==> src/rtl/mem_arbiter.sv <==
`default_nettype none
// ============================================================================
//  Module      : mem_arbiter
//  Description : Shares one single-port, synchronous-read unified memory
//                between the MIPS instruction-fetch port (I) and data port
//                (D). Each access runs ACCESS (memory strobe) then RESP
//                (acknowledge + read data). D has fixed priority; a
//                starvation counter hands the memory to a waiting fetch after
//                STARVE_LIMIT consecutive data grants.
//
//  Ports       : clk, rst (synchronous, active-low)
//                i_req/i_addr          -> i_ack/i_rdata      fetch port
//                d_req/d_we/d_addr/
//                d_wdata               -> d_ack/d_rdata      data port
//                mem_en/mem_we/mem_addr/mem_wdata (registered strobes)
//                mem_rdata                                   memory read data
//
//  Revision    : 1.0  initial release
// ============================================================================
module mem_arbiter #(
    parameter int WIDTH        = 32,
    parameter int ADDRBITS     = 14,
    parameter int STARVE_LIMIT = 4
) (
    input  logic                clk,
    input  logic                rst,
    input  logic                i_req,
    input  logic [ADDRBITS-1:0] i_addr,
    output logic                i_ack,
    output logic [WIDTH-1:0]    i_rdata,
    input  logic                d_req,
    input  logic                d_we,
    input  logic [ADDRBITS-1:0] d_addr,
    input  logic [WIDTH-1:0]    d_wdata,
    output logic                d_ack,
    output logic [WIDTH-1:0]    d_rdata,
    output logic                mem_en,
    output logic                mem_we,
    output logic [ADDRBITS-1:0] mem_addr,
    output logic [WIDTH-1:0]    mem_wdata,
    input  logic [WIDTH-1:0]    mem_rdata
);

    typedef enum logic [1:0] {
        ST_IDLE   = 2'd0,
        ST_ACCESS = 2'd1,
        ST_RESP   = 2'd2
    } state_t;

    localparam logic       c_OWN_I = 1'b0;
    localparam logic       c_OWN_D = 1'b1;
    localparam logic [3:0] c_LIMIT = 4'(STARVE_LIMIT);

    state_t     r_state;
    state_t     w_state_nxt;
    logic       r_owner;
    logic [3:0] r_scnt;
    logic       r_dwr;      // current D access is a write: its rdata reads 0

    logic       w_arb;
    logic       w_i_elig;
    logic       w_d_elig;
    logic       w_grant;
    logic       w_win;
    logic [3:0] w_scnt_nxt;

    // Arbitration and next-state logic
    always_comb begin
        w_arb       = 1'b0;
        w_i_elig    = 1'b0;
        w_d_elig    = 1'b0;
        w_grant     = 1'b0;
        w_win       = c_OWN_D;
        w_scnt_nxt  = 4'd0;
        w_state_nxt = r_state;

        w_arb = (r_state == ST_IDLE) || (r_state == ST_RESP);
        // In RESP the owner's req is still high for the transaction being
        // acknowledged, so it must not win a second grant from it.
        w_i_elig = i_req && !((r_state == ST_RESP) && (r_owner == c_OWN_I));
        w_d_elig = d_req && !((r_state == ST_RESP) && (r_owner == c_OWN_D));
        w_grant  = w_arb && (w_i_elig || w_d_elig);

        if (w_i_elig && w_d_elig) begin
            w_win = (r_scnt == c_LIMIT) ? c_OWN_I : c_OWN_D;
        end else if (w_d_elig) begin
            w_win = c_OWN_D;
        end else begin
            w_win = c_OWN_I;
        end

        // Count only data grants that a pending fetch had to wait behind.
        if ((w_win == c_OWN_D) && i_req) begin
            w_scnt_nxt = (r_scnt >= c_LIMIT) ? c_LIMIT : r_scnt + 4'd1;
        end

        case (r_state)
            ST_IDLE:   w_state_nxt = w_grant ? ST_ACCESS : ST_IDLE;
            ST_ACCESS: w_state_nxt = ST_RESP;
            ST_RESP:   w_state_nxt = w_grant ? ST_ACCESS : ST_IDLE;
            default:   w_state_nxt = ST_IDLE;
        endcase
    end

    // State, owner, counter and registered memory interface
    always_ff @(posedge clk) begin
        if (!rst) begin
            r_state   <= ST_IDLE;
            r_owner   <= c_OWN_I;
            r_scnt    <= 4'd0;
            r_dwr     <= 1'b0;
            mem_en    <= 1'b0;
            mem_we    <= 1'b0;
            mem_addr  <= '0;
            mem_wdata <= '0;
        end else begin
            r_state <= w_state_nxt;
            mem_en  <= w_grant;
            mem_we  <= w_grant && (w_win == c_OWN_D) && d_we;
            if (w_grant) begin
                r_owner <= w_win;
                r_scnt  <= w_scnt_nxt;
                r_dwr   <= (w_win == c_OWN_D) && d_we;
                if (w_win == c_OWN_D) begin
                    mem_addr  <= d_addr;
                    mem_wdata <= d_wdata;
                end else begin
                    mem_addr  <= i_addr;
                    mem_wdata <= '0;
                end
            end
        end
    end

    // RESP is a Moore state: acks and read data follow the owner register.
    always_comb begin
        i_ack   = 1'b0;
        d_ack   = 1'b0;
        i_rdata = '0;
        d_rdata = '0;
        if (r_state == ST_RESP) begin
            if (r_owner == c_OWN_I) begin
                i_ack   = 1'b1;
                i_rdata = mem_rdata;
            end else begin
                d_ack   = 1'b1;
                d_rdata = r_dwr ? '0 : mem_rdata;
            end
        end
    end

endmodule
`default_nettype wire
==> config.mk <==
export PLATFORM = sky130hd
export DESIGN_NAME = mem_arbiter
export DESIGN_NICKNAME = d
export VERILOG_FILES = /design/src/rtl/mem_arbiter.sv
export SDC_FILE = /design/constraint.sdc
export NUM_CORES = 1
export LEC_CHECK = 0
export BUFFER_PORTS_ARGS = -buffer_cell sky130_fd_sc_hd__clkbuf_2
export CAP_MARGIN = 20
export CORE_UTILIZATION = 39
export DETAILED_ROUTE_END_ITERATION = 8
export GPL_TIMING_DRIVEN = 0
export PLACE_DENSITY = 0.84
export SYNTH_ARGS = -nofsm -noshare
export SYNTH_HDL_FRONTEND = slang
export SYNTH_SLANG_ARGS = --single-unit
==> constraint.sdc <==
create_clock -name clk -period 3.9 [get_ports clk]
set_input_delay 0 -clock clk [delete_from_list [all_inputs] [get_ports clk]]
set_output_delay 0 -clock clk [all_outputs]
set_load 0.02 [all_outputs]
==> impl_metrics.toml <==
[routing]
drt-total-wl_mm = 9.27
top_layer_used = "met4"
vias = 3027
dr_wl_met2_mm = 4.84
first_pass_iters = 4
vias_per_cell = 4.88
met3_length_um = 664
drt.antenna.violating_nets = 0
drtIter0Drc = 103
avgRoutedWirePerCell_um = 15.0
drc = 0
m1WireLength_mm = 3.67

[logic_synthesis]
netlist_area_mm2 = 0.00244
synth_edf_count = 0
synth_top_area_share_pct = 46.0
synth_flop_cell = "dfxtp_1"
yosys.area.top_type = "dfxtp_1"
synth.area.top_cells = "dfxtp_1 46%, and2_1 17%, a22o_1 12%"
yosys_warnings = 0
synth-seq-cells = 56
postSynth.asyncResetShare_pct = 0
synth_area_per_cell_um2 = 9.20
postSynthCellCount = 265
syn_nets = 364
ys_seq_area_share_pct = 46.0
synth_cell_types = 32

[layout]
syn2layout_area_growth_pct = 76.2
drive_above_1_share_pct = 42.5
utilization_pct = 71.7
num-nets-final = 642
layout_common_cells = "211 x clkbuf_2, 68 x and2_1, 61 x dlygate4sd3_1"
fillCellCount = 420
final_common_cell = "clkbuf_2"

[sta]
fin_skew_ns = 0.00989
rsz0062_at_grt = "no"
finalCriticalPeriod_ns = 2.63
fmax_ghz = 0.380
slew_violations = 0
fin_hold_ws_ns = 0.0237
worstMarginPinSlew_ns = 0.554
period_share_pct = 67.4
setup_viol = 0
finalHoldViolCount = 0
fin_tns_setup_ns = 0
slew-limit-headroom_pct = 62.9

[floorplanning]
initial_utilization_pct = 40.7
die_area_mm2 = 0.00657
die_x_um = 81.1
die_h_um = 81.1
core_mm2 = 0.00599
rows = 28
ios = 211

[global_route]
overflow = 0
grt_antenna_before_repair = 1
track_usage_pct = 26.7
grt_pass1_vias = 2816
grt_pass1_wl_mm = 13.3
grt_max_degree = 19

[setup_path]
arrival_ns = 2.89
reg2reg_depth = 8
reg2reg_slack_ns = 1.27
criticalPathCategory = "flop to flop"
end_kind = "flop"
critPathLaunchType = "flop"
cp.required_ns = 4.16
cp_max_fo = 10

[power]
ir_drop_mv = 0.231
power_leakage_nw = 2.28
powerDensity_mw_per_mm2 = 311

[worst_hold_path]
worstHoldPathType = "input pin to flop"
min_path_cells = 3

[clock_network]
clock-sinks = 56
cts_setup_buffers = 0
clkTransAtPathRegs_ns = 0.10
cts_buffer_depth = 2
cts_tree = "built"
cts_inserted_buffers = 5
htreeDepth = 2
clock-root-buffer = "clkbuf_8"
clkLatencyLatePin_ns = 0.31

[placement]
dp_hpwl_mm = 5.67
globalplace.congestion = 0.749
port_buffers = 210

[job]
maxCapViolCount = 0

[status]
status = "completed"
==> kinds of logic after synthesis <==
| group | share of synthesized area, % |
|---|---|
| AOI/OAI and AO/OA | 21.8 |
| buffers and inverters | 5.03 |
| and+or+nand+nor | 25.7 |
| adders and majority gates | 1.03 |
| DFF | 46.0 |
| muxes | 0.462 |
==> metrics by stage <==
stage	total power (W)	instances	setup slack (ns)	area [um^2]
floorplan	0.000810	265	2.36	2440
global placement	0.000929	550	2.06	3580
detailed placement	0.000935	550	2.01	3580
CTS	0.00133	619	1.47	4290
global route	0.00140	620	1.12	4300
finish	0.00134	620	1.27	4300
==> cell usage after synthesis, drive strengths merged, types with 4 or more instances <==
library cell and instances:
and2 68, dfxtp 56, a22o 34, nand2 30, a31oi 14, o21ai 14
clkbuf 12, buf 8, inv 4, nor2 4
==> registers in the layout, summed over array words and instances, names as in the netlist <==
register	count
r_owner	1
mem_en	1
r_dwr	1
mem_addr	14
r_scnt	4
mem_wdata	32
r_state	2
mem_we	1
==> power breakdown <==
part           internal (W)  total (W)  leakage [nW]  switching (W)
clock network      0.000149   0.000339        0.0522       0.000190
registers          0.000614   0.000640         0.461      0.0000263
logic              0.000169   0.000356          1.77       0.000187
total              0.000932    0.00134          2.28       0.000403
==> worst max-delay path, stage by stage, from the launching register on <==
cell and delay, ns:
dfxtp_1 0.33, inv_1 0.07, ha_1 0.17, nand4b_1 0.19
o211ai_1 0.46, clkbuf_1 0.42, nand2_1 0.17, a31oi_1 0.20
dlygate4sd3_1 0.56
==> final timing paths <==
path	to	startpoint
max	mem_addr[13]	r_scnt[0]
min reg2reg	mem_wdata[24]	mem_wdata[24]
max reg2reg	mem_addr[13]	r_scnt[0]
min	r_scnt[2]	i_req
==> per-layer routing <==
metal / global-route usage, % / up-vias
met5: 0 / -
met4: 8.39 / 0
met3: 6.85 / 10
met2: 50.3 / 148
met1: 28.8 / 1395
li1: - / 1474
==> what timing repair did <==
action / 4_1_cts / 5_1_grt
hold endpoints to repair: 48 / 0
resized for setup: 0 / 0
hold buffers: 61 / 0
==> final cells by class <==
class / count / area (um^2) / area share (%)
Multi-Input combinational cell: 185 / 1190 / 27.8
Timing Repair Buffer: 271 / 1660 / 38.7
Antenna cell: 1 / 2.50 / 0.0582
Tap cell: 75 / 93.8 / 2.18
Clock buffer: 6 / 82.6 / 1.92
Sequential cell: 56 / 1120 / 26.1
Inverter: 4 / 15.0 / 0.349
Clock inverter: 2 / 17.5 / 0.408
Buffer: 20 / 108 / 2.50
Power figures use the tool's default switching activity.
